==> src/rtl/trap_ctrl_if.sv <==
// Bundle of execute-stage, CSR-file and fetch-redirect signals around trap_ctrl.
// Suffixes are relative to trap_ctrl: the slave modport is the sequencer itself.
interface trap_ctrl_if #(
    parameter int unsigned XLEN   = 32,
    parameter int unsigned ADDR_W = 12
);
    logic              in_valid_i;
    logic              in_ready_o;
    logic              is_ecall_i;
    logic              is_mret_i;
    logic [1:0]        csr_op_i;
    logic [ADDR_W-1:0] csr_addr_i;
    logic [XLEN-1:0]   src1_i;
    logic [XLEN-1:0]   pc_i;

    logic [ADDR_W-1:0] csr_addr_o;
    logic [XLEN-1:0]   csr_rdata_i;
    logic [XLEN-1:0]   mtvec_i;
    logic [XLEN-1:0]   mepc_i;
    logic              csr_wen_o;
    logic [XLEN-1:0]   csr_wdata_o;
    logic              csr_ecall_o;
    logic              csr_mret_o;
    logic [XLEN-1:0]   csr_mepc_o;
    logic [XLEN-1:0]   csr_mcause_o;

    logic              rd_wen_o;
    logic [XLEN-1:0]   rd_wdata_o;

    logic              redirect_valid_o;
    logic [XLEN-1:0]   redirect_pc_o;
    logic              redirect_ready_i;
    logic              busy_o;

    modport slave (
        input  in_valid_i, is_ecall_i, is_mret_i, csr_op_i, csr_addr_i, src1_i, pc_i,
        input  csr_rdata_i, mtvec_i, mepc_i, redirect_ready_i,
        output in_ready_o, csr_addr_o, csr_wen_o, csr_wdata_o, csr_ecall_o, csr_mret_o,
        output csr_mepc_o, csr_mcause_o, rd_wen_o, rd_wdata_o,
        output redirect_valid_o, redirect_pc_o, busy_o
    );

    modport master (
        output in_valid_i, is_ecall_i, is_mret_i, csr_op_i, csr_addr_i, src1_i, pc_i,
        output csr_rdata_i, mtvec_i, mepc_i, redirect_ready_i,
        input  in_ready_o, csr_addr_o, csr_wen_o, csr_wdata_o, csr_ecall_o, csr_mret_o,
        input  csr_mepc_o, csr_mcause_o, rd_wen_o, rd_wdata_o,
        input  redirect_valid_o, redirect_pc_o, busy_o
    );
endinterface

==> src/rtl/trap_ctrl.sv <==
// System-instruction sequencer between execute and the M-mode CSR file:
// CSR read-modify-write, ecall trap entry and mret return with PC redirect.
module trap_ctrl #(
    parameter int unsigned XLEN        = 32,
    parameter int unsigned ADDR_W      = 12,
    parameter int unsigned ECALL_CAUSE = 11
) (
    input  logic         clk_i,
    input  logic         rst_i,
    trap_ctrl_if.slave   bus
);
    typedef enum logic [1:0] {StIdle, StExec, StRedirect} state_e;
    typedef enum logic [1:0] {KindNop, KindCsr, KindEcall, KindMret} kind_e;

    localparam logic [1:0]      OpRw  = 2'b01;
    localparam logic [1:0]      OpRs  = 2'b10;
    localparam logic [1:0]      OpRc  = 2'b11;
    localparam logic [XLEN-1:0] Cause = XLEN'(ECALL_CAUSE);
    localparam logic [XLEN-1:0] TvecMask = ~XLEN'(3);

    state_e            state_q;
    kind_e             kind_q;
    logic [1:0]        op_q;
    logic [ADDR_W-1:0] addr_q;
    logic [XLEN-1:0]   src1_q;
    logic [XLEN-1:0]   pc_q;

    logic              in_ready_q;
    logic              busy_q;
    logic              csr_wen_q;
    logic              csr_ecall_q;
    logic              csr_mret_q;
    logic              rd_wen_q;
    logic              redirect_valid_q;
    logic [XLEN-1:0]   redirect_pc_q;

    kind_e             in_kind;
    logic              in_wen;
    logic              exec_csr;
    logic              exec_ecall;
    logic [XLEN-1:0]   wdata;

    // Priority decode of the incoming instruction: ecall > mret > CSR op > nop.
    always_comb begin
        in_kind = KindNop;
        if (bus.is_ecall_i) begin
            in_kind = KindEcall;
        end else if (bus.is_mret_i) begin
            in_kind = KindMret;
        end else if (bus.csr_op_i != 2'b00) begin
            in_kind = KindCsr;
        end
        in_wen = (bus.csr_op_i == OpRw) || (bus.src1_i != '0);
    end

    // Strobes are precomputed at acceptance so they are registered during EXEC.
    always_ff @(posedge clk_i or negedge rst_i) begin
        if (!rst_i) begin
            state_q          <= StIdle;
            kind_q           <= KindNop;
            op_q             <= 2'b00;
            addr_q           <= '0;
            src1_q           <= '0;
            pc_q             <= '0;
            in_ready_q       <= 1'b1;
            busy_q           <= 1'b0;
            csr_wen_q        <= 1'b0;
            csr_ecall_q      <= 1'b0;
            csr_mret_q       <= 1'b0;
            rd_wen_q         <= 1'b0;
            redirect_valid_q <= 1'b0;
            redirect_pc_q    <= '0;
        end else begin
            csr_wen_q   <= 1'b0;
            csr_ecall_q <= 1'b0;
            csr_mret_q  <= 1'b0;
            rd_wen_q    <= 1'b0;
            unique case (state_q)
                StIdle: begin
                    if (bus.in_valid_i) begin
                        kind_q      <= in_kind;
                        op_q        <= bus.csr_op_i;
                        addr_q      <= bus.csr_addr_i;
                        src1_q      <= bus.src1_i;
                        pc_q        <= bus.pc_i;
                        state_q     <= StExec;
                        in_ready_q  <= 1'b0;
                        busy_q      <= 1'b1;
                        csr_wen_q   <= (in_kind == KindCsr) && in_wen;
                        rd_wen_q    <= (in_kind == KindCsr);
                        csr_ecall_q <= (in_kind == KindEcall);
                        csr_mret_q  <= (in_kind == KindMret);
                    end
                end
                StExec: begin
                    // mtvec/mepc sampled here, before the CSR file applies this cycle's update.
                    unique case (kind_q)
                        KindEcall: begin
                            redirect_pc_q    <= bus.mtvec_i & TvecMask;
                            redirect_valid_q <= 1'b1;
                            state_q          <= StRedirect;
                        end
                        KindMret: begin
                            redirect_pc_q    <= bus.mepc_i;
                            redirect_valid_q <= 1'b1;
                            state_q          <= StRedirect;
                        end
                        default: begin
                            state_q    <= StIdle;
                            in_ready_q <= 1'b1;
                            busy_q     <= 1'b0;
                        end
                    endcase
                end
                StRedirect: begin
                    if (bus.redirect_ready_i) begin
                        redirect_valid_q <= 1'b0;
                        state_q          <= StIdle;
                        in_ready_q       <= 1'b1;
                        busy_q           <= 1'b0;
                    end
                end
                default: begin
                    state_q    <= StIdle;
                    in_ready_q <= 1'b1;
                    busy_q     <= 1'b0;
                end
            endcase
        end
    end

    assign exec_csr   = (state_q == StExec) && (kind_q == KindCsr);
    assign exec_ecall = (state_q == StExec) && (kind_q == KindEcall);

    // Write data depends on the CSR file's same-cycle read data, so it stays combinational.
    always_comb begin
        wdata = '0;
        if (exec_csr) begin
            unique case (op_q)
                OpRw:    wdata = src1_q;
                OpRs:    wdata = bus.csr_rdata_i | src1_q;
                OpRc:    wdata = bus.csr_rdata_i & ~src1_q;
                default: wdata = '0;
            endcase
        end
    end

    assign bus.in_ready_o       = in_ready_q;
    assign bus.busy_o           = busy_q;
    assign bus.csr_addr_o       = exec_csr ? addr_q : '0;
    assign bus.csr_wen_o        = csr_wen_q;
    assign bus.csr_wdata_o      = wdata;
    assign bus.csr_ecall_o      = csr_ecall_q;
    assign bus.csr_mret_o       = csr_mret_q;
    assign bus.csr_mepc_o       = exec_ecall ? pc_q : '0;
    assign bus.csr_mcause_o     = exec_ecall ? Cause : '0;
    assign bus.rd_wen_o         = rd_wen_q;
    assign bus.rd_wdata_o       = exec_csr ? bus.csr_rdata_i : '0;
    assign bus.redirect_valid_o = redirect_valid_q;
    assign bus.redirect_pc_o    = redirect_pc_q;
endmodule

==> src/flat_wrapper.sv <==
// flat-port wrapper written by rule: the top's interface ports become plain ports
module trap_ctrl_flat 
#(
    parameter int unsigned XLEN        = 32,
    parameter int unsigned ADDR_W      = 12,
    parameter int unsigned ECALL_CAUSE = 11
)
  (clk_i, rst_i, bus_in_valid_i, bus_is_ecall_i, bus_is_mret_i, bus_csr_op_i, bus_csr_addr_i, bus_src1_i, bus_pc_i, bus_csr_rdata_i, bus_mtvec_i, bus_mepc_i, bus_redirect_ready_i, bus_in_ready_o, bus_csr_addr_o, bus_csr_wen_o, bus_csr_wdata_o, bus_csr_ecall_o, bus_csr_mret_o, bus_csr_mepc_o, bus_csr_mcause_o, bus_rd_wen_o, bus_rd_wdata_o, bus_redirect_valid_o, bus_redirect_pc_o, bus_busy_o);
  trap_ctrl_if #(.XLEN(XLEN), .ADDR_W(ADDR_W)) bus_i ();
  input  logic clk_i;
  input  logic rst_i;
  input wire logic [$bits(bus_i.in_valid_i)-1:0] bus_in_valid_i;
  input wire logic [$bits(bus_i.is_ecall_i)-1:0] bus_is_ecall_i;
  input wire logic [$bits(bus_i.is_mret_i)-1:0] bus_is_mret_i;
  input wire logic [$bits(bus_i.csr_op_i)-1:0] bus_csr_op_i;
  input wire logic [$bits(bus_i.csr_addr_i)-1:0] bus_csr_addr_i;
  input wire logic [$bits(bus_i.src1_i)-1:0] bus_src1_i;
  input wire logic [$bits(bus_i.pc_i)-1:0] bus_pc_i;
  input wire logic [$bits(bus_i.csr_rdata_i)-1:0] bus_csr_rdata_i;
  input wire logic [$bits(bus_i.mtvec_i)-1:0] bus_mtvec_i;
  input wire logic [$bits(bus_i.mepc_i)-1:0] bus_mepc_i;
  input wire logic [$bits(bus_i.redirect_ready_i)-1:0] bus_redirect_ready_i;
  output wire logic [$bits(bus_i.in_ready_o)-1:0] bus_in_ready_o;
  output wire logic [$bits(bus_i.csr_addr_o)-1:0] bus_csr_addr_o;
  output wire logic [$bits(bus_i.csr_wen_o)-1:0] bus_csr_wen_o;
  output wire logic [$bits(bus_i.csr_wdata_o)-1:0] bus_csr_wdata_o;
  output wire logic [$bits(bus_i.csr_ecall_o)-1:0] bus_csr_ecall_o;
  output wire logic [$bits(bus_i.csr_mret_o)-1:0] bus_csr_mret_o;
  output wire logic [$bits(bus_i.csr_mepc_o)-1:0] bus_csr_mepc_o;
  output wire logic [$bits(bus_i.csr_mcause_o)-1:0] bus_csr_mcause_o;
  output wire logic [$bits(bus_i.rd_wen_o)-1:0] bus_rd_wen_o;
  output wire logic [$bits(bus_i.rd_wdata_o)-1:0] bus_rd_wdata_o;
  output wire logic [$bits(bus_i.redirect_valid_o)-1:0] bus_redirect_valid_o;
  output wire logic [$bits(bus_i.redirect_pc_o)-1:0] bus_redirect_pc_o;
  output wire logic [$bits(bus_i.busy_o)-1:0] bus_busy_o;
  assign bus_i.in_valid_i = bus_in_valid_i;
  assign bus_i.is_ecall_i = bus_is_ecall_i;
  assign bus_i.is_mret_i = bus_is_mret_i;
  assign bus_i.csr_op_i = bus_csr_op_i;
  assign bus_i.csr_addr_i = bus_csr_addr_i;
  assign bus_i.src1_i = bus_src1_i;
  assign bus_i.pc_i = bus_pc_i;
  assign bus_i.csr_rdata_i = bus_csr_rdata_i;
  assign bus_i.mtvec_i = bus_mtvec_i;
  assign bus_i.mepc_i = bus_mepc_i;
  assign bus_i.redirect_ready_i = bus_redirect_ready_i;
  assign bus_in_ready_o = bus_i.in_ready_o;
  assign bus_csr_addr_o = bus_i.csr_addr_o;
  assign bus_csr_wen_o = bus_i.csr_wen_o;
  assign bus_csr_wdata_o = bus_i.csr_wdata_o;
  assign bus_csr_ecall_o = bus_i.csr_ecall_o;
  assign bus_csr_mret_o = bus_i.csr_mret_o;
  assign bus_csr_mepc_o = bus_i.csr_mepc_o;
  assign bus_csr_mcause_o = bus_i.csr_mcause_o;
  assign bus_rd_wen_o = bus_i.rd_wen_o;
  assign bus_rd_wdata_o = bus_i.rd_wdata_o;
  assign bus_redirect_valid_o = bus_i.redirect_valid_o;
  assign bus_redirect_pc_o = bus_i.redirect_pc_o;
  assign bus_busy_o = bus_i.busy_o;
  trap_ctrl #(.XLEN(XLEN), .ADDR_W(ADDR_W), .ECALL_CAUSE(ECALL_CAUSE)) u_core (.clk_i(clk_i), .rst_i(rst_i), .bus(bus_i));
endmodule
==> config.mk <==
export PLATFORM = sky130hd
export DESIGN_NAME = trap_ctrl_flat
export DESIGN_NICKNAME = d
export VERILOG_FILES = /design/src/rtl/trap_ctrl_if.sv /design/src/rtl/trap_ctrl.sv /design/src/flat_wrapper.sv
export SDC_FILE = /design/constraint.sdc
export NUM_CORES = 1
export LEC_CHECK = 0
export BUFFER_PORTS_ARGS = -buffer_cell sky130_fd_sc_hd__buf_2
export CORE_ASPECT_RATIO = 0.7
export CORE_MARGIN = 3
export CORE_UTILIZATION = 40
export DETAILED_ROUTE_END_ITERATION = 6
export PLACE_DENSITY = 0.83
export SLEW_MARGIN = 20
export SYNTH_ARGS = -nofsm -noshare
export SYNTH_HDL_FRONTEND = slang
export SYNTH_SLANG_ARGS = --single-unit
==> constraint.sdc <==
create_clock -name clk_i -period 1.5 [get_ports clk_i]
set_input_delay 0.15 -clock clk_i [delete_from_list [all_inputs] [get_ports clk_i]]
set_output_delay 0.15 -clock clk_i [all_outputs]
set_load 0.01 [all_outputs]
==> summary.md, run 1 <==
| Metric | Value |
|---|---|
| Status | finished with violations |
| Violated checks | negative setup slack |
| Synth cell types | 35 |
| Met2 GRT Util | 0.424 |
| Routed Antenna Nets | 0 |
| Clock Latency Late Sink | 410 ps |
| Final setup TNS | -47720 ps |
| Hold Path Origin | bus_mtvec_i[22] |
| CP Class | flip-flop to output port |
| FP Rows | 38 |
| Inserted Clock Buffers | 17 |
| Worst Reg-to-Reg Cells | 6 |
| Synth Cell Area | 6440 um2 |
| Pin count of the biggest net entering global routing | 65 |
| Final Max Tran Viols | 0 |
| Most common cell after layout, fill and taps aside | buf_2 |
| # setup viols final | 196 |
| Detailed Route WL | 27800 um |
| Tightest Hold Check Type | input port to flip-flop |
| GRT met3 Usage | 0.0624 |
| Power Density | 1830 nW/um2 |
| WHS Endpoint | u_core.bus.redirect_pc_o[22] |
| Initial Util | 0.412 |
| Vert. Die Dim | 112 um |
| Placeable Area | 15600 um2 |
| Die area | 17700 um2 |
| Via count | 7554 |
| RSZ-0062 raised after global routing | yes |
| Register Area | 3030 um2 |
| PnR worst setup slack | -439 ps |
| Critical Path AT | 1790 ps |
| Syn-to-layout area delta | 71.9% |
| Fill count | 1093 |
| Vias/cell | 5.24 |
| Fmax achieved | 516 MHz |
| Port-buffer cells | 327 |
| Core Util, Final | 0.708 |
| Final worst path period need | 1940 ps |
| Max-Cap Viols | 0 |
| Total GRT Usage | 0.253 |
| Met1 GRT Util | 0.319 |
| Seq cells post-synth | 121 |
| Initial antenna violation count | 2 |
| Average cell area after synthesis | 8.27 um2 |
| Root buffer cell | clkbuf_16 |
| Clock skew | 9.39 ps |
| Hold Path Cell Cnt | 3 |
| DR iter-0 viols | 662 |
| Sequential-to-total area share from yosys stat | 0.470 |
| CP required | 1350 ps |
| Total power | 20.2 mW |
| Yosys warnings | 0 |
| Io pins | 359 |
| DP Wirelength | 13900 um |
| Busiest grt layer | met2 |
| Critical-path maximum fanout | 16 |
| Drt wl/cell | 19.3 um |
| Initial DRT Pass Iterations | 5 |
| Final #Nets | 1407 |
| Final hold viol count | 0 |
| Post-Syn Instances | 779 |
| First-pass GRT wire length | 35400 um |
| Pleak | 5.93 nW |
| Clock slew at reported path FFs | 60 ps |
| GR Overflow Total | 0 |
| CTS tree | done |
| Multi-input logic area | 3300 um2 |
| Worst setup EP type | output port |
| RR Startpoint | u_core.state_q[1] |
| Drt drc | 0 |
| # clock sinks | 121 |
| Share of cells above drive strength 1 | 0.431 |
| Number of H-tree levels | 4 |
| Most frequent cells in the layout | buf_2, nand2_1, dfrtp_1 |
| Worst r2r dst | u_core.pc_q[3] |
| Bufs on Longest Clock Path | 2 |
| Final period utilization | 1.29 |
| Reg-to-reg slack, setup | -170 ps |
| Crit path launch type | flip-flop |
| Die width | 158 um |
| Number of global-route vias before repair | 6939 |
| Final RePlAce weighted congestion | 0.877 |
| Maximum vdd drop | 0.00100 V |
## kinds of logic (layout without fill, tap and decap cells)
kind of cell | count (synthesis) | count (layout) | share of synthesized area
flops | 121 | 121 | 0.470
buf+inv | 87 | 520 | 0.0778
compound gates | 106 | 106 | 0.0961
other cells | 1 | 30 | 0.000582
xor+xnor | 1 | 1 | 0.00136
simple gates | 433 | 433 | 0.308
mux | 30 | 30 | 0.0466
## cells in the mapped netlist (all sizes together)
cell type  instances  area [um2]
nand2            300        1130
dfrtp            120        3000
and2              77         482
buf               63         410
o21ai             37         185
a21oi             35         175
mux2i             30         300
o211ai            30         225
or2               30         188
clkbuf            19        72.6
nor4               9        71.3
inv                5        18.8
nand3b             3        22.5
nor2               3        11.3
nand3              2        10.0
nand4              2        12.5
nor2b              2        12.5
or3b               2        20.0
a21o               1        7.51
and4               1        8.76
conb               1        3.75
dfstp              1        26.3
nor3               1        5.00
nor3b              1        12.5
o211a              1        10.0
o31a               1        8.76
o31ai              1        7.51
xor2               1        8.76
## layout make-up
class                   instances  area share
repair buffers                483       0.345
inverters                       5     0.00282
flip-flops and latches        121       0.274
diodes                          1    0.000226
clock inverters                14      0.0187
well taps                     200      0.0226
multi-input cells             599       0.297
clock buffers                  18      0.0396
## routing by layer
metal / share of wire / vias to the layer above / wire [um]
met3: 0.12 / 89 / 3380
li1: - / 3373 / -
met1: 0.38 / 3558 / 10500
met5: 0.00083 / - / 23
met2: 0.47 / 530 / 13000
met4: 0.030 / 4 / 844
## worst max path at each step
| stage | slack [ps] | startpoint | cells past startpoint | to |
|---|---|---|---|---|
| after CTS | -360 | u_core.state_q[1] | 6 | bus_csr_wdata_o[11] |
| after global placement | 50 | u_core.state_q[1] | 5 | u_core.src1_q[17] |
| after floorplan | 120 | u_core.state_q[1] | 4 | bus_csr_mepc_o[10] |
| after detailed placement | -20 | u_core.state_q[1] | 5 | u_core.kind_q[1] |
| after global routing | -510 | u_core.state_q[1] | 6 | bus_csr_wdata_o[6] |
| final | -440 | u_core.state_q[1] | 6 | bus_csr_wdata_o[6] |
## metrics by stage
step | instances | hold slack [ps] | setup WS (ps) | area (um2)
after floorplan | 807 | -146 | 124 | 6550
after global placement | 1270 | 85.1 | 53.7 | 8250
after detailed placement | 1270 | 91.5 | -24.6 | 8250
after CTS | 1400 | 6.07 | -361 | 10100
after global routing | 1441 | 23.6 | -507 | 11100
final | 1441 | 32.6 | -439 | 11100
## timing repair
item	CTS	global route
resized for setup	42	111
pin swaps	7	33
hold endpoints to repair	103	0
setup endpoints to repair	116	226
hold buffers	80	0
gates cloned	6	26
setup buffers	12	17
## power by group
group	switching (mW)	internal, mW
Combinational	5.06	4.70
Sequential	1.16	4.83
Clock	1.62	2.87
Total	7.84	12.4
## critical path, cell delays in order, from the launching register on
cell and delay (ps):
dfrtp_1 400, inv_1 110, nand4_1 100, buf_4 170, bufbuf_16 290, a21oi_1 160, buf_2 160
## flip-flops by register name, indices dropped and copies added (netlist names)
| name | cells |
|---|---|
| u_core.addr_q | 12 |
| u_core.bus.busy_o | 1 |
| u_core.bus.csr_ecall_o | 1 |
| u_core.bus.csr_mret_o | 1 |
| u_core.bus.csr_wen_o | 1 |
| u_core.bus.in_ready_o | 1 |
| u_core.bus.rd_wen_o | 1 |
| u_core.bus.redirect_pc_o | 32 |
| u_core.bus.redirect_valid_o | 1 |
| u_core.kind_q | 2 |
| u_core.op_q | 2 |
| u_core.pc_q | 32 |
| u_core.src1_q | 32 |
| u_core.state_q | 2 |
Note: power is estimated with default switching activity, not from simulation.
==> inputs of run 2 (changes only) <==
==> constraint.sdc (replaced) <==
create_clock -name clk_i -period 2 [get_ports clk_i]
set_input_delay 0.2 -clock clk_i [delete_from_list [all_inputs] [get_ports clk_i]]
set_output_delay 0.2 -clock clk_i [all_outputs]
set_load 0.01 [all_outputs]
==> summary.md, run 2 (synthesis results as in run 1) <==
| Metric | Value |
|---|---|
| Status | completed |
| Clock Latency Late Sink | 410 ps |
| PnR worst setup slack | 82.5 ps |
| Fmax achieved | 522 MHz |
| Vias/cell | 4.79 |
| Clock slew at reported path FFs | 60 ps |
| Inserted Clock Buffers | 17 |
| Port-buffer cells | 327 |
| Final setup TNS | 0 ps |
| WHS Endpoint | u_core.src1_q[15] |
| Reg-to-reg slack, setup | 330 ps |
| DP Worst Slack | 418 ps |
| Initial antenna violation count | 0 |
| Drt drc | 0 |
| Final worst path period need | 1920 ps |
| CP Class | flip-flop to output port |
| RR Startpoint | u_core.state_q[0] |
| Worst r2r dst | u_core.bus.in_ready_o |
| Placed Area | 8110 um2 |
| Final Max Tran Viols | 0 |
| Post-route cell area | 9250 um2 |
| Fill count | 1336 |
| Multi-input logic area | 3040 um2 |
| Worst setup EP type | output port |
| CP required | 1800 ps |
| Placeable Area | 15600 um2 |
| FP Rows | 38 |
| Pin count of the biggest net entering global routing | 118 |
| Bufs on Longest Clock Path | 2 |
| GR Overflow Total | 0 |
| Diode count | 0 |
| DR iter-0 viols | 414 |
| Power Density | 1300 nW/um2 |
| Pleak | 5.07 nW |
| Final #Nets | 1318 |
| # clock sinks | 121 |
| CTS tree | done |
| RSZ-0062 raised after global routing | yes |
| Crit path launch type | flip-flop |
| Final period utilization | 0.959 |
| Hold Path Cell Cnt | 3 |
| Root buffer cell | clkbuf_16 |
| First-pass GRT wire length | 31000 um |
| Die width | 158 um |
| Syn-to-layout area delta | 43.5% |
| Critical Path AT | 1720 ps |
| Via count | 6473 |
| Detailed Route WL | 19900 um |
| # setup viols final | 0 |
| Relative slew slack | 0.573 |
| Vert. Die Dim | 112 um |
| Total power | 12.0 mW |
| Hold Path Origin | bus_src1_i[15] |
| Routed Antenna Nets | 0 |
| Final hold viol count | 0 |
| Initial DRT Pass Iterations | 5 |
| Initial Util | 0.412 |
| Number of H-tree levels | 4 |
| Drt wl/cell | 14.7 um |
| Clock skew | 10.0 ps |
| Worst Reg-to-Reg Cells | 5 |
| Share of cells above drive strength 1 | 0.363 |
| Beginning of the critical path | u_core.state_q[1] |
| Core Util, Final | 0.591 |
| Die area | 17700 um2 |
| Most common cell after layout, fill and taps aside | buf_2 |
| DP Wirelength | 13600 um |
| Io pins | 359 |
| Register Area | 3030 um2 |
| Number of global-route vias before repair | 6309 |
| Final RePlAce weighted congestion | 0.893 |
| Most frequent cells in the layout | buf_2, nand2_1, dfrtp_1 |
| Total GRT Usage | 0.217 |
| Critical-path maximum fanout | 34 |
| Max-Cap Viols | 0 |
| Tightest Hold Check Type | input port to flip-flop |
| Slew @ Worst Pin | 641 ps |
| Maximum vdd drop | 0.000635 V |
run 2: worst max path at each step:
stage	end	slack (ps)	cells past startpoint
after floorplan	bus_csr_mepc_o[10]	570	4
after detailed placement	bus_csr_wdata_o[3]	420	5
final	bus_csr_mepc_o[14]	80	5
after global routing	bus_csr_mepc_o[0]	-2	5
after CTS	bus_rd_wdata_o[28]	20	5
after global placement	u_core.pc_q[0]	420	5
run 2: final cells by class:
| class | count | area share |
|---|---|---|
| multi-input combinational | 599 | 0.329 |
| sequential | 121 | 0.328 |
| timing repair buffer | 394 | 0.253 |
| clock buffer | 17 | 0.0460 |
| tap | 200 | 0.0271 |
| clock inverter | 15 | 0.0156 |
| inverter | 5 | 0.00203 |
run 2: power by group:
group,internal (mW),total [mW],switching (mW)
Combinational,1.95,4.74,2.79
Clock,1.73,2.93,1.20
Sequential,3.62,4.34,0.719
Total,7.30,12.0,4.71
run 2: timing repair:
item                       4_1_cts  5_1_grt
resized for setup                3        9
gates cloned                     0        0
hold endpoints to repair       171        0
setup endpoints to repair        8       75
hold buffers                    52        0
pin swaps                        0        1
setup buffers                    0        2
run 2: routing by layer:
layer	vias up	global-route usage	wire length, um
li1	3178	-	-
met1	2969	0.273	8210
met2	297	0.371	9790
met3	29	0.0462	1570
met4	0	0.0728	340
met5	-	0	0
run 2: stage by stage:
stage	hold WS [ps]	cells
4_1_cts	0.541	1349
6_report	17.6	1351
3_3_place_gp	10.3	1265
5_1_grt	5.92	1351
3_5_place_dp	11.1	1265
2_1_floorplan	-95.6	807
run 2: critical path: stages (launching register included):
cell	delay, ps
dfrtp_2	440
nand3b_1	220
nor2_4	170
buf_12	180
and2_1	160
buf_2	140
